<file path="src/rtl/muldiv_package.sv">
// Shared definitions for the iterative multiply/divide unit.
//   - MULDIV_OPCODE_*  : M-extension funct3 encodings
//   - muldiv_state_t   : control FSM states
//   - is_divide / is_signed_operand1 / is_signed_operand2 : opcode predicates
package muldiv_package;

    localparam logic [2:0] MULDIV_OPCODE_MUL    = 3'b000;
    localparam logic [2:0] MULDIV_OPCODE_MULH   = 3'b001;
    localparam logic [2:0] MULDIV_OPCODE_MULHSU = 3'b010;
    localparam logic [2:0] MULDIV_OPCODE_MULHU  = 3'b011;
    localparam logic [2:0] MULDIV_OPCODE_DIV    = 3'b100;
    localparam logic [2:0] MULDIV_OPCODE_DIVU   = 3'b101;
    localparam logic [2:0] MULDIV_OPCODE_REM    = 3'b110;
    localparam logic [2:0] MULDIV_OPCODE_REMU   = 3'b111;

    typedef enum logic [1:0] {
        MULDIV_STATE_IDLE    = 2'd0,
        MULDIV_STATE_COMPUTE = 2'd1,
        MULDIV_STATE_FINISH  = 2'd2,
        MULDIV_STATE_DONE    = 2'd3
    } muldiv_state_t;

    // All divide/remainder opcodes have funct3[2] set.
    function automatic logic is_divide(input logic [2:0] op);
        return op[2];
    endfunction

    // operand1 is read as signed for MULH, MULHSU, DIV and REM.
    function automatic logic is_signed_operand1(input logic [2:0] op);
        logic r;
        case (op)
            MULDIV_OPCODE_MULH:   r = 1'b1;
            MULDIV_OPCODE_MULHSU: r = 1'b1;
            MULDIV_OPCODE_DIV:    r = 1'b1;
            MULDIV_OPCODE_REM:    r = 1'b1;
            default:              r = 1'b0;
        endcase
        return r;
    endfunction

    // operand2 is read as signed for MULH, DIV and REM.
    function automatic logic is_signed_operand2(input logic [2:0] op);
        logic r;
        case (op)
            MULDIV_OPCODE_MULH: r = 1'b1;
            MULDIV_OPCODE_DIV:  r = 1'b1;
            MULDIV_OPCODE_REM:  r = 1'b1;
            default:            r = 1'b0;
        endcase
        return r;
    endfunction

endpackage

</file>
<file path="src/rtl/muldiv_unit.sv">
// Iterative RV32M/RV64M multiply/divide unit (radix-2 shift-add multiply,
// restoring divide, XLEN iterations each). One operation in flight.
// Ports:
//   clock, reset_n (synchronous, active low)
//   valid_in / ready_out          : request handshake (ready only in IDLE)
//   operation, operand1, operand2 : funct3 and rs1/rs2 values
//   result_valid / result_ready   : result handshake
//   result                        : registered result, stable while valid
module muldiv_unit
    import muldiv_package::*;
#(
    parameter int XLEN = 32
) (
    input  logic            clock,
    input  logic            reset_n,
    input  logic            valid_in,
    output logic            ready_out,
    input  logic [2:0]      operation,
    input  logic [XLEN-1:0] operand1,
    input  logic [XLEN-1:0] operand2,
    output logic            result_valid,
    output logic [XLEN-1:0] result,
    input  logic            result_ready
);

    localparam int CW = $clog2(XLEN) + 1;
    localparam logic [XLEN-1:0] SIGNED_MIN = {1'b1, {(XLEN-1){1'b0}}};

    muldiv_state_t     r_state;
    muldiv_state_t     w_next_state;
    logic [2:0]        r_op;
    logic              r_sign1;
    logic              r_sign2;
    logic [XLEN-1:0]   r_operand;   // multiplicand (mul) or divisor (div), magnitude
    logic [2*XLEN-1:0] r_acc;       // {hi: product hi / remainder, lo: multiplier / dividend->quotient}
    logic [CW-1:0]     r_count;
    logic              r_ready;
    logic              r_result_valid;
    logic [XLEN-1:0]   r_result;

    logic              w_accept;
    logic              w_release;
    logic              w_last;
    logic              w_sign1;
    logic              w_sign2;
    logic [XLEN-1:0]   w_abs1;
    logic [XLEN-1:0]   w_abs2;
    logic              w_div_zero;
    logic              w_overflow;
    logic              w_special;
    logic [XLEN-1:0]   w_special_result;
    logic [XLEN:0]     w_add_a;
    logic [XLEN:0]     w_add_b;
    logic              w_add_cin;
    logic [XLEN+1:0]   w_add_sum;
    logic [2*XLEN-1:0] w_acc_next;
    logic [2*XLEN-1:0] w_fin_src;
    logic              w_fin_negate;
    logic [2*XLEN-1:0] w_fin_val;
    logic [XLEN-1:0]   w_fin_result;

    assign w_accept  = (r_state == MULDIV_STATE_IDLE) && r_ready && valid_in;
    assign w_release = (r_state == MULDIV_STATE_DONE) && r_result_valid && result_ready;
    assign w_last    = (r_count == CW'(XLEN - 1));

    assign w_sign1 = is_signed_operand1(operation) && operand1[XLEN-1];
    assign w_sign2 = is_signed_operand2(operation) && operand2[XLEN-1];
    assign w_abs1  = w_sign1 ? (~operand1 + XLEN'(1)) : operand1;
    assign w_abs2  = w_sign2 ? (~operand2 + XLEN'(1)) : operand2;

    assign w_div_zero = is_divide(operation) && (operand2 == {XLEN{1'b0}});
    assign w_overflow = ((operation == MULDIV_OPCODE_DIV) || (operation == MULDIV_OPCODE_REM))
                        && (operand1 == SIGNED_MIN) && (operand2 == {XLEN{1'b1}});
    assign w_special  = w_div_zero || w_overflow;

    // Short-circuit results: funct3[1] distinguishes REM* from DIV*.
    always_comb begin
        w_special_result = {XLEN{1'b0}};
        if (w_div_zero) begin
            w_special_result = operation[1] ? operand1 : {XLEN{1'b1}};
        end else begin
            w_special_result = operation[1] ? {XLEN{1'b0}} : operand1;
        end
    end

    // Shared adder operands: add multiplicand, or trial-subtract the divisor.
    always_comb begin
        w_add_a   = {(XLEN+1){1'b0}};
        w_add_b   = {(XLEN+1){1'b0}};
        w_add_cin = 1'b0;
        if (is_divide(r_op)) begin
            w_add_a   = {r_acc[2*XLEN-1:XLEN], r_acc[XLEN-1]};
            w_add_b   = ~{1'b0, r_operand};
            w_add_cin = 1'b1;
        end else begin
            w_add_a   = {1'b0, r_acc[2*XLEN-1:XLEN]};
            w_add_b   = {1'b0, r_operand};
            w_add_cin = 1'b0;
        end
    end

    assign w_add_sum = {1'b0, w_add_a} + {1'b0, w_add_b} + {{(XLEN+1){1'b0}}, w_add_cin};

    // One iteration: carry-out of the subtract means "no borrow", i.e. quotient bit 1.
    always_comb begin
        w_acc_next = r_acc;
        if (is_divide(r_op)) begin
            if (w_add_sum[XLEN+1]) begin
                w_acc_next = {w_add_sum[XLEN-1:0], r_acc[XLEN-2:0], 1'b1};
            end else begin
                w_acc_next = {r_acc[2*XLEN-2:0], 1'b0};
            end
        end else begin
            if (r_acc[0]) begin
                w_acc_next = {w_add_sum[XLEN:0], r_acc[XLEN-1:1]};
            end else begin
                w_acc_next = {1'b0, r_acc[2*XLEN-1:1]};
            end
        end
    end

    // Sign fix-up: one negator serves the product and the selected quotient/remainder.
    always_comb begin
        w_fin_src    = r_acc;
        w_fin_negate = 1'b0;
        if (is_divide(r_op)) begin
            w_fin_src    = {{XLEN{1'b0}}, (r_op[1] ? r_acc[2*XLEN-1:XLEN] : r_acc[XLEN-1:0])};
            w_fin_negate = r_op[1] ? r_sign1 : (r_sign1 ^ r_sign2);
        end else begin
            w_fin_src    = r_acc;
            w_fin_negate = r_sign1 ^ r_sign2;
        end
    end

    assign w_fin_val = w_fin_negate ? (~w_fin_src + (2*XLEN)'(1)) : w_fin_src;

    // Output select: MUL and all divides take the low half, MULH* the high half.
    always_comb begin
        w_fin_result = w_fin_val[XLEN-1:0];
        if (!is_divide(r_op) && (r_op != MULDIV_OPCODE_MUL)) begin
            w_fin_result = w_fin_val[2*XLEN-1:XLEN];
        end else begin
            w_fin_result = w_fin_val[XLEN-1:0];
        end
    end

    // FSM state register.
    always_ff @(posedge clock) begin
        if (!reset_n) begin
            r_state <= MULDIV_STATE_IDLE;
        end else begin
            r_state <= w_next_state;
        end
    end

    // FSM next-state logic.
    always_comb begin
        w_next_state = r_state;
        case (r_state)
            MULDIV_STATE_IDLE: begin
                if (w_accept) begin
                    w_next_state = w_special ? MULDIV_STATE_DONE : MULDIV_STATE_COMPUTE;
                end else begin
                    w_next_state = MULDIV_STATE_IDLE;
                end
            end
            MULDIV_STATE_COMPUTE: begin
                if (w_last) begin
                    w_next_state = MULDIV_STATE_FINISH;
                end else begin
                    w_next_state = MULDIV_STATE_COMPUTE;
                end
            end
            MULDIV_STATE_FINISH: w_next_state = MULDIV_STATE_DONE;
            MULDIV_STATE_DONE: begin
                if (w_release) begin
                    w_next_state = MULDIV_STATE_IDLE;
                end else begin
                    w_next_state = MULDIV_STATE_DONE;
                end
            end
            default: w_next_state = MULDIV_STATE_IDLE;
        endcase
    end

    // Datapath and registered handshake outputs. ready_out rises one cycle
    // after entering IDLE, so a release and the next accept never share an edge.
    always_ff @(posedge clock) begin
        if (!reset_n) begin
            r_op           <= 3'b000;
            r_sign1        <= 1'b0;
            r_sign2        <= 1'b0;
            r_operand      <= {XLEN{1'b0}};
            r_acc          <= {(2*XLEN){1'b0}};
            r_count        <= {CW{1'b0}};
            r_ready        <= 1'b1;
            r_result_valid <= 1'b0;
            r_result       <= {XLEN{1'b0}};
        end else begin
            r_ready        <= (r_state == MULDIV_STATE_IDLE) && !w_accept;
            r_result_valid <= (r_state == MULDIV_STATE_DONE) && !w_release;
            case (r_state)
                MULDIV_STATE_IDLE: begin
                    if (w_accept) begin
                        r_op      <= operation;
                        r_sign1   <= w_sign1;
                        r_sign2   <= w_sign2;
                        r_count   <= {CW{1'b0}};
                        r_operand <= is_divide(operation) ? w_abs2 : w_abs1;
                        r_acc     <= {{XLEN{1'b0}}, (is_divide(operation) ? w_abs1 : w_abs2)};
                        if (w_special) begin
                            r_result <= w_special_result;
                        end
                    end
                end
                MULDIV_STATE_COMPUTE: begin
                    r_acc   <= w_acc_next;
                    r_count <= r_count + CW'(1);
                end
                MULDIV_STATE_FINISH: begin
                    r_result <= w_fin_result;
                end
                default: begin
                    r_acc <= r_acc;
                end
            endcase
        end
    end

    assign ready_out    = r_ready;
    assign result_valid = r_result_valid;
    assign result       = r_result;

endmodule
</file>
<file path="config.mk">
export PLATFORM = sky130hd
export DESIGN_NAME = muldiv_unit
export DESIGN_NICKNAME = d
export VERILOG_FILES = /design/src/rtl/muldiv_package.sv /design/src/rtl/muldiv_unit.sv
export SDC_FILE = /design/constraint.sdc
export NUM_CORES = 1
export LEC_CHECK = 0
export BUFFER_PORTS_ARGS = -buffer_cell sky130_fd_sc_hd__buf_2
export CORE_MARGIN = 2
export CORE_UTILIZATION = 31
export CTS_BUF_LIST = sky130_fd_sc_hd__clkbuf_16
export DETAILED_ROUTE_END_ITERATION = 7
export GPL_TIMING_DRIVEN = 0
export SYNTH_ARGS = -nofsm -noshare
export SYNTH_HDL_FRONTEND = slang
export SYNTH_SLANG_ARGS = --single-unit
</file>
<file path="constraint.sdc">
create_clock -name clock -period 6 [get_ports clock]
set_clock_uncertainty 0.15 [all_clocks]
set_input_delay 1.2 -clock clock [delete_from_list [all_inputs] [get_ports clock]]
set_output_delay 1.2 -clock clock [all_outputs]
set_load 0.03 [all_outputs]
</file>
==> results of run 1 <==
[how the worst min path moves through the flow]
| stage | startpoint | endpoint | slack, ps | cells after the start |
|---|---|---|---|---|
| global placement | result_valid | result_valid | 300 | 1 |
| global route | result_valid | result_valid | 330 | 1 |
| detailed placement | result_valid | result_valid | 310 | 1 |
| CTS | result_valid | result_valid | 320 | 1 |
| floorplan | r_sign2 | r_sign2 | 290 | 2 |
| finish | r_operand[7] | r_operand[7] | 320 | 2 |
[per-layer routing]
| metal | vias to the layer above | wire length, um |
|---|---|---|
| met4 | 0 | 3800 |
| met5 | - | 0 |
| met3 | 168 | 6250 |
| met1 | 8192 | 31200 |
| met2 | 872 | 31900 |
| li1 | 7733 | - |
[cells in the final DEF (no fill, tap or decap), types with 31 or more instances in the layout]
cell / netlist / final
buf_2: 23 / 127
ha_1: 36 / 35
o211ai_1: 58 / 58
a21oi_1: 181 / 179
maj3_1: 32 / 32
xor2_1: 93 / 89
nor3_1: 34 / 34
nor4_1: 31 / 31
dfxtp_1: 143 / 143
a211oi_1: 35 / 35
nor2_1: 155 / 155
clkbuf_1: 117 / 114
inv_1: 51 / 52
nand3_1: 35 / 34
xnor2_1: 85 / 85
o31ai_1: 32 / 32
o21ai_0: 158 / 157
mux2i_1: 51 / 51
nand2_1: 229 / 229
mux2_2: 45 / 45
a31oi_1: 35 / 35
[critical path, cell delays in order, from the launching register on]
cell and delay (ps):
dfxtp_1 340, buf_4 190, buf_2 290, buf_2 280
buf_2 270, buf_2 280, buf_2 380, buf_2 370
mux2_2 410, fa_1 480, a211oi_1 430, o211ai_1 250
a21oi_2 370, o31ai_1 180, a41o_1 330, xor2_1 270
a211oi_1 130, o41ai_1 280
[state kept, by name, indices dropped and copies added, names as in the netlist]
signal        cells
r_operand        32
r_state           2
result           32
r_sign2           1
ready_out         1
result_valid      1
r_sign1           1
r_count           6
r_acc            64
r_op              3
[final cells by class]
cell class / count / area share
multi-input cells: 1665 / 0.661
flip-flops and latches: 143 / 0.172
well taps: 607 / 0.0456
plain buffers: 171 / 0.0437
repair buffers: 103 / 0.0309
clock buffers: 17 / 0.0255
inverters: 52 / 0.0117
clock inverters: 15 / 0.00954
[metrics by stage]
step | TNS (ps) | power (uW) | utilization
2_1_floorplan | 0 | 1870 | -
3_3_place_gp | -20880 | 2350 | 0.343
3_5_place_dp | -19710 | 2350 | 0.343
4_1_cts | 0 | 3430 | 0.356
5_1_grt | 0 | 3590 | 0.357
6_report | 0 | 3480 | 0.357
[what timing repair did]
item                       in CTS  in global routing
buffers inserted                0                  0
gates resized for setup        12                 16
setup endpoints to repair      33                 33
[report_power, final]
| group | total, uW | switching [uW] | internal, uW |
|---|---|---|---|
| registers | 1090 | 84.3 | 1000 |
| clock network | 1090 | 477 | 617 |
| logic | 1300 | 881 | 418 |
[cells by family (layout without fill, tap and decap cells)]
group	Yosys count	count (layout)	synth area share
muxes	96	96	0.0691
xor gates and xnor gates	178	178	0.106
DFF	143	143	0.195
buffers and inverters	226	358	0.0622
adders and majority gates	69	69	0.0537
AOI/OAI and AO/OA	695	695	0.307
and+or+nand+nor	627	627	0.207
==> qor.yml, run 1 <==
clocking:
  clock_latency_ps: 450
  numCtsBuffers: 17
  clockRootBuffer: "clkbuf_16"
  clk_pin_slew_ps: 70
  h-tree-depth: 4
  holdBufCountCts: 0
  cts.sinks: 143
  cts_tree: "yes"
  clockBufferDepth: 2
floorplanning:
  die-area_sq_mm: 0.0492
  coreArea_sq_mm: 0.0467
  initial_utilization: 0.315
  die_y_um: 222
  io-pin-count: 105
  rows: 79
  die_w_um: 222
worst_setup_path:
  reg2reg_from: "r_op[2]"
  critPathCapture: "r_acc[61]"
  r2r_cells: 17
  rrSetupSlack_ps: 190
  critPathMaxFanout: 10
  crit_path_end_kind: "register"
  cp-start-kind: "register"
  cp.required_ps: 6190
  path_class: "register to register"
  cp.arrival_ps: 6000
  cp-startpoint: "r_op[2]"
  r2r-end: "r_acc[61]"
power:
  p_per_area_mw_per_mm2: 209
  p_leak_uw: 0.00616
  peakVddDrop_uv: 226
placement:
  dpl.hpwl_um: 59800
  place_area_sq_mm: 0.0160
  dpl.cell_count: 2744
  pre_cts_ws_ps: -697
  gp_congestion: 0.974
  portBuffers: 102
synthesis:
  syn_inst: 2034
  synth_ff_type: "dfxtp_1"
  synth_seq_cells: 143
  synthTopCellsByArea: "dfxtp_1 19%, a21oi_1 6.2%, nand2_1 5.8%"
  ys_seq_area_frac: 0.195
  ys_types: 95
  netlist.area_leader.share: 0.195
  yosys_warnings: 0
  syn-num-nets: 2142
  syn_avg_cell_area_sq_um: 7.23
  ys_top_cells_by_count: "229 x nand2_1, 181 x a21oi_1, 158 x o21ai_0"
  synth.most_common_cell: "nand2_1"
  async_reset_ff_frac: 0
  syn_area_sq_mm: 0.0147
  synth_top_area_cell: "dfxtp_1"
  synth_edf_count: 0
min_path:
  hold_path_class: "register to register"
sta:
  timing.final.crit_period_ps: 5810
  max_freq_mhz: 172
  final_hold_viol_count: 0
  setup-violations-final: 0
  relSlewSlack: 0.375
  finalMaxSlewViolations: 0
  rsz0062_at_grt: "no"
  finalHoldWorstSlack_ps: 319
  finalWorstSetupSlack_ps: 191
  tightestPinTransition_ps: 938
  min_period_over_period: 0.968
cells_and_area:
  final_layout_size_suffix_gt1_frac: 0.122
  fin_nets: 2261
  diodes: 0
  final-instance-count-excl-fill: 2773
  syn_to_final_growth_pct: 13.2
  multi_input_area_sq_mm: 0.0110
  fillers: 5051
  design_area_sq_mm: 0.0167
  seq_area_sq_mm: 0.00286
global_routing:
  grt_first_pass_wirelength_um: 106000
  track_usage: 0.288
  grt_use_met1: 0.382
  antenna_found_initial: 0
  grt_max_degree: 17
  grtUsageMet3: 0.0525
  grt_pass1_vias: 16000
  grt_use_met2: 0.450
  grt_most_used_layer: "met2"
  overflow: 0
job:
  maxCapViolations: 0
drt:
  drtIter0Drc: 2030
  dr.pass1.iters: 8
  num_vias: 17000
  postRouteAntennaNets: 0
  drc: 1
  vias_per_cell: 6.12
  wl_um: 73100
  wl_per_cell_um: 26.4
status:
  violations: "DRC"
  outcome: "complete, but fails checks"
No activity file was read; power rests on OpenSTA's default activity.
==> run 2, diff against run 1 <==
--- a/config.mk
+++ b/config.mk
@@ -6,11 +6,15 @@
 export NUM_CORES = 1
 export LEC_CHECK = 0
 export BUFFER_PORTS_ARGS = -buffer_cell sky130_fd_sc_hd__buf_2
+export CELL_PAD_IN_SITES_DETAIL_PLACEMENT = 1
+export CELL_PAD_IN_SITES_GLOBAL_PLACEMENT = 1
 export CORE_MARGIN = 2
 export CORE_UTILIZATION = 31
 export CTS_BUF_LIST = sky130_fd_sc_hd__clkbuf_16
 export DETAILED_ROUTE_END_ITERATION = 7
 export GPL_TIMING_DRIVEN = 0
+export PLACE_DENSITY_LB_ADDON = 0.1
 export SYNTH_ARGS = -nofsm -noshare
 export SYNTH_HDL_FRONTEND = slang
 export SYNTH_SLANG_ARGS = --single-unit
+export TNS_END_PERCENT = 50
==> qor.yml, run 2 (synthesized netlist as in run 1, its figures left out) <==
drt:
  drtIter0Drc: 1619  # -20%
  dr.pass1.iters: 5  # -3
  vias_per_cell: 6.11  # -0.12%
  wl_per_cell_um: 29.0  # +10%
  drc: 0  # -1
  wl_um: 80600  # +10%
  postRouteAntennaNets: 0  # unchanged
  num_vias: 17000  # +0.14%
global_routing:
  antenna_found_initial: 0  # unchanged
  grt_pass1_vias: 16700  # +4.6%
  grt_max_degree: 20  # +3
  grt_first_pass_wirelength_um: 116000  # +9.3%
  track_usage: 0.320  # +0.0318
  overflow: 0  # unchanged
worst_setup_path:
  slowest_stage: "buf_2"
  path_class: "register to register"
  cp.arrival_ps: 6080  # +80 ps
  cp-start-kind: "register"
  critPathMaxFanout: 10  # unchanged
  reg2reg_from: "r_op[2]"
  critPathMaxStageDelay_ps: 390  # -90 ps
  cp_cell_sequence: "buf_4 -> buf_2 -> buf_2 -> buf_2 -> buf_2 -> clkbuf_4 -> buf_2 -> mux2_2 -> ha_1 -> a21oi_1 -> o31ai_2 -> a31o_2 -> o2111a_1 -> o21ai_1 -> nand3_2 -> buf_4 -> o221ai_1 -> o21ai_0"
  cp.required_ps: 6200  # about the same
  cp-startpoint: "r_op[2]"
  crit_path_end_kind: "register"
  crit_path_frequent_cell: "buf_2"
clocking:
  h-tree-depth: 4  # unchanged
  cts_tree: "yes"
  clockBufferDepth: 2  # unchanged
  numCtsBuffers: 17  # unchanged
  clockRootBuffer: "clkbuf_16"
  clk_pin_slew_ps: 80  # about the same
  cts.sinks: 143  # unchanged
  holdBufCountCts: 0  # unchanged
  clock_latency_ps: 470  # +20 ps
min_path:
  hp-start: "result_valid"
  hold_path_class: "register to register"
floorplanning:
  die_y_um: 222  # unchanged
  rows: 79  # unchanged
  coreArea_sq_mm: 0.0467  # unchanged
  initial_utilization: 0.315  # unchanged
  die_w_um: 222  # unchanged
  io-pin-count: 105  # unchanged
  die-area_sq_mm: 0.0492  # unchanged
sta:
  final_hold_viol_count: 0  # unchanged
  setup-violations-final: 0  # unchanged
  relSlewSlack: 0.000560  # -0.374
  rsz0062_at_grt: "no"
  timing.final.crit_period_ps: 5890  # +79.9 ps
  min_period_over_period: 0.981  # +0.0133
  finalHoldWorstSlack_ps: 304  # -15.4 ps
  max_freq_mhz: 170  # -1.4%
  finalMaxSlewViolations: 0  # unchanged
  tightestPinTransition_ps: 1490  # +550 ps
cells_and_area:
  fin_nets: 2267  # +0.27%
  final_layout_size_suffix_gt1_frac: 0.126  # +0.00381
  largest_reg_flops: 64  # unchanged
  utilization: 0.360  # +0.00292
  design_area_sq_mm: 0.0168  # +0.82%
  final_common_cell: "nand2_1"
  final_cell_mix: "229 x nand2_1, 179 x a21oi_1, 156 x o21ai_0"
  syn_to_final_growth_pct: 14.1
  fillers: 5844  # +16%
  top_register: "r_acc"
power:
  p_int_uw: 2000  # -2.0%
  swShare: 0.442  # +0.0270
  total_power_uw: 3570  # +2.7%
  peakVddDrop_uv: 228  # +0.84%
  power_switching_uw: 1580  # +9.4%
  pwr-share-clk: 0.324  # +0.010
  combPwrFrac: 0.372  # about the same
  p_per_area_mw_per_mm2: 213  # +1.9%
  p_leak_uw: 0.00622  # +1.0%
  seqPwrFrac: 0.304  # -0.008
status:
  outcome: "complete, but fails checks"
  violations: "capacitance limit"
placement:
  portBuffers: 102  # unchanged
  place_area_sq_mm: 0.0160  # about the same
  gp_congestion: 0.951  # -2.4%
  dpl.hpwl_um: 66000  # +10%
job:
  maxCapViolations: 1  # +1
==> run 2: changes by cell type in the layout (fill, tap and decap cells not counted), moves of 2 or more <==
cell,change
buf_2,-3
buf_4,+6
bufinv_16,-2
clkbuf_4,+4
clkinv_4,-4
clkinv_8,+9
inv_6,-2
inv_8,+2
==> run 2: final timing paths <==
path,endpoint,slack [ps],cells after the start
max,r_acc[56],110,18
min,result_valid,300,1
max reg2reg,r_acc[56],110,18
min reg2reg,result_valid,300,1
==> run 2: what timing repair did <==
action / 4_1_cts / 5_1_grt
setup buffers: 3 / 2
pin swaps: 1 / 1
gates resized for setup: 20 / 22
setup endpoints to repair: 33 / 33
==> run 2: worst max-delay path: cells and delay by family (launching register included) <==
kind	cells	cell delay, ps
flops	1	330
mux	1	390
buf+inv	8	2460
compound gates	7	1670
simple gates	1	360
fa+ha+maj	1	370
==> run 2: stage by stage <==
step	setup WS [ps]	setup TNS (ps)	cells
floorplan	1160	0	2034
detailed placement	-998	-26450	2743
CTS	1.93	0	2778
finish	111	0	2780
global route	21.7	0	2779
global placement	-976	-25380	2743
==> run 2: cell type report <==
cell class                      count  area (sq um)  share of cell area
Sequential cell                   143          2860               0.170
Multi-Input combinational cell   1665         11000               0.657
Antenna cell                        1          2.50            0.000149
Clock buffer                       17           425              0.0253
Inverter                           52           195              0.0116
Timing Repair Buffer              107           548              0.0326
Clock inverter                     15           211              0.0126
Buffer                            173           751              0.0447
Tap cell                          607           759              0.0452
==> run 2: routing by layer <==
layer,vias up,track usage,share of wire
li1,7747,-,-
met1,8472,0.428,0.45
met2,631,0.519,0.46
met3,138,0.0423,0.057
met4,0,0.127,0.040
met5,-,0,0
==> run 2: power groups by stage <==
stage | combinational (uW) | sequential, uW | clock (uW)
2_1_floorplan | 807 | 1060 | 0
3_3_place_gp | 1280 | 1100 | 0
3_5_place_dp | 1290 | 1100 | 0
4_1_cts | 1300 | 1080 | 1160
5_1_grt | 1410 | 1090 | 1200
6_report | 1330 | 1090 | 1160
==> run 3, diff against run 2 <==
--- a/config.mk
+++ b/config.mk
@@ -13,6 +13,7 @@
 export CTS_BUF_LIST = sky130_fd_sc_hd__clkbuf_16
 export DETAILED_ROUTE_END_ITERATION = 7
 export GPL_TIMING_DRIVEN = 0
+export MAX_ROUTING_LAYER = met4
 export PLACE_DENSITY_LB_ADDON = 0.1
 export SYNTH_ARGS = -nofsm -noshare
 export SYNTH_HDL_FRONTEND = slang
==> qor.yml, run 3 (synthesized netlist as in run 1, its figures left out) <==
status:
  outcome: "completed"
cells_and_area:
  fin_nets: 2268  # +0.044%
  final_common_cell: "nand2_1"
  syn_to_final_growth_pct: 14.2  # about the same
  top_register: "r_acc"
  final_layout_size_suffix_gt1_frac: 0.128  # +0.00270
  final_cell_mix: "229 x nand2_1, 178 x a21oi_1, 157 x o21ai_0"
  design_area_sq_mm: 0.0168  # about the same
  utilization: 0.360  # about the same
  largest_reg_flops: 64  # unchanged
  diodes: 0  # -1
  fillers: 5845  # +0.017%
clocking:
  clockBufferDepth: 2  # unchanged
  cts.sinks: 143  # unchanged
  h-tree-depth: 4  # unchanged
  holdBufCountCts: 0  # unchanged
  clock_latency_ps: 500  # +30 ps
  cts_tree: "yes"
  numCtsBuffers: 17  # unchanged
  clockRootBuffer: "clkbuf_16"
  clk_pin_slew_ps: 80  # about the same
min_path:
  hold_path_class: "register to register"
sta:
  relSlewSlack: 0.268  # +0.267
  min_period_over_period: 0.965  # -0.0163
  setup-violations-final: 0  # unchanged
  finalMaxSlewViolations: 0  # unchanged
  tightestPinTransition_ps: 1100  # -389 ps
  finalWorstSetupSlack_ps: 209  # +97.6 ps
  timing.final.crit_period_ps: 5790  # -97.6 ps
  final_hold_viol_count: 0  # unchanged
  max_freq_mhz: 173  # +1.7%
power:
  total_power_uw: 3590  # +0.59%
  peakVddDrop_uv: 234  # +2.7%
  p_per_area_mw_per_mm2: 214  # +0.58%
  p_leak_uw: 0.00622  # about the same
worst_setup_path:
  slowest_stage: "o21ai_0"
  critPathMaxFanout: 10  # unchanged
  cp-startpoint: "r_op[2]"
  cp_cell_sequence: "buf_4 -> buf_2 -> buf_2 -> buf_2 -> clkbuf_4 -> buf_4 -> clkbuf_4 -> clkbuf_4 -> o21ai_0 -> ha_1 -> a21oi_1 -> o21ai_0 -> o2111ai_2 -> a21boi_4 -> o21ai_4 -> buf_4 -> a31o_2 -> a32o_1"
  critPathCapture: "r_acc[58]"
  path_class: "register to register"
  rrSetupSlack_ps: 210  # +100 ps
  critPathMaxStageDelay_ps: 510  # +120 ps
  reg2reg_from: "r_op[2]"
  cp-start-kind: "register"
  cp.arrival_ps: 6020  # -60 ps
  r2r_cells: 18  # unchanged
  r2r-end: "r_acc[58]"
  cp.required_ps: 6230  # +30 ps
  crit_path_end_kind: "register"
drt:
  postRouteAntennaNets: 0  # unchanged
  dr.pass1.iters: 5  # unchanged
  dr.max_layer_used: "met4"
  vias_per_cell: 6.12  # +0.18%
  wl_met3_um: 4330  # -5.5%
  drc: 0  # unchanged
  drtIter0Drc: 1337  # -17%
  wl_met2_um: 38100  # +3.5%
  wl_per_cell_um: 30.0  # +3.4%
  num_vias: 17000  # +0.18%
  wl_met1_um: 37300  # +3.6%
  wl_um: 83400  # +3.4%
floorplanning:
  coreArea_sq_mm: 0.0467  # unchanged
  die-area_sq_mm: 0.0492  # unchanged
  initial_utilization: 0.315  # unchanged
  die_w_um: 222  # unchanged
  rows: 79  # unchanged
  die_y_um: 222  # unchanged
  io-pin-count: 105  # unchanged
placement:
  place_area_sq_mm: 0.0160  # unchanged
  dpl.hpwl_um: 68300  # +3.4%
  gp_congestion: 0.949  # -0.12%
  portBuffers: 102  # unchanged
  pre_cts_ws_ps: -1100  # -98.4 ps
job:
  maxCapViolations: 0  # -1
global_routing:
  grt_pass1_vias: 17000  # +1.6%
  track_usage: 0.344  # +0.0249
  antenna_found_initial: 1  # +1
  overflow: 0  # unchanged
  grt_first_pass_wirelength_um: 121000  # +4.1%
  grt_max_degree: 19  # -5.0%
==> run 3: cell count changes in the layout (fill, tap and decap cells not counted), sizes merged <==
cell | before | now
clkbuf | 141 | 137
buf | 156 | 161
diode | 1 | 0
inv | 57 | 60
clkinv | 10 | 7
==> run 3: critical path, delay by kind of cell, from the launching register on <==
kind	cells	cell delay [ps]
buffers and inverters	9	2330
AOI/OAI and AO/OA	8	2400
adders and majority gates	1	430
DFF	1	340
==> run 3: worst min path at each step <==
stage	start	cells after the start	slack, ps	end
finish	result_valid	1	310	result_valid
detailed placement	result_valid	1	300	result_valid
global route	result_valid	1	330	result_valid
CTS	result_valid	1	310	result_valid
global placement	result_valid	1	290	result_valid
floorplan	r_sign2	2	290	r_sign2
==> run 3: per-layer routing <==
layer  global-route usage  vias up
met2                0.545      577
met4                0.142        0
met3               0.0494      141
met5                    -        -
met1                0.440     8563
li1                     -     7737
==> run 3: timing repair <==
action / CTS / global route
pin swaps: 1 / 2
buffers inserted: 3 / 4
resized for setup: 24 / 19
endpoints found under the hold margin: 0 / 0
setup endpoints to repair: 33 / 33
==> run 3: power breakdown <==
group,leakage (uW),switching (uW),internal [uW]
logic,0.00476,927,421
clock network,0.000296,591,565
registers,0.00116,89.0,1000
==> run 3: final cells by class <==
class,instances,area (sq um),area share
Buffer,172,744,0.0443
Clock buffer,17,425,0.0253
Multi-Input combinational cell,1665,11100,0.659
Clock inverter,15,181,0.0108
Timing Repair Buffer,109,563,0.0335
Sequential cell,143,2860,0.170
Inverter,52,195,0.0116
Tap cell,607,759,0.0452
==> run 3: through the flow <==
step / hold slack [ps] / cells / setup TNS (ps)
global placement: 295 / 2743 / -30370
global route: 331 / 2780 / -28.1
floorplan: 287 / 2034 / 0
finish: 313 / 2780 / 0
CTS: 312 / 2778 / 0
detailed placement: 300 / 2743 / -29140
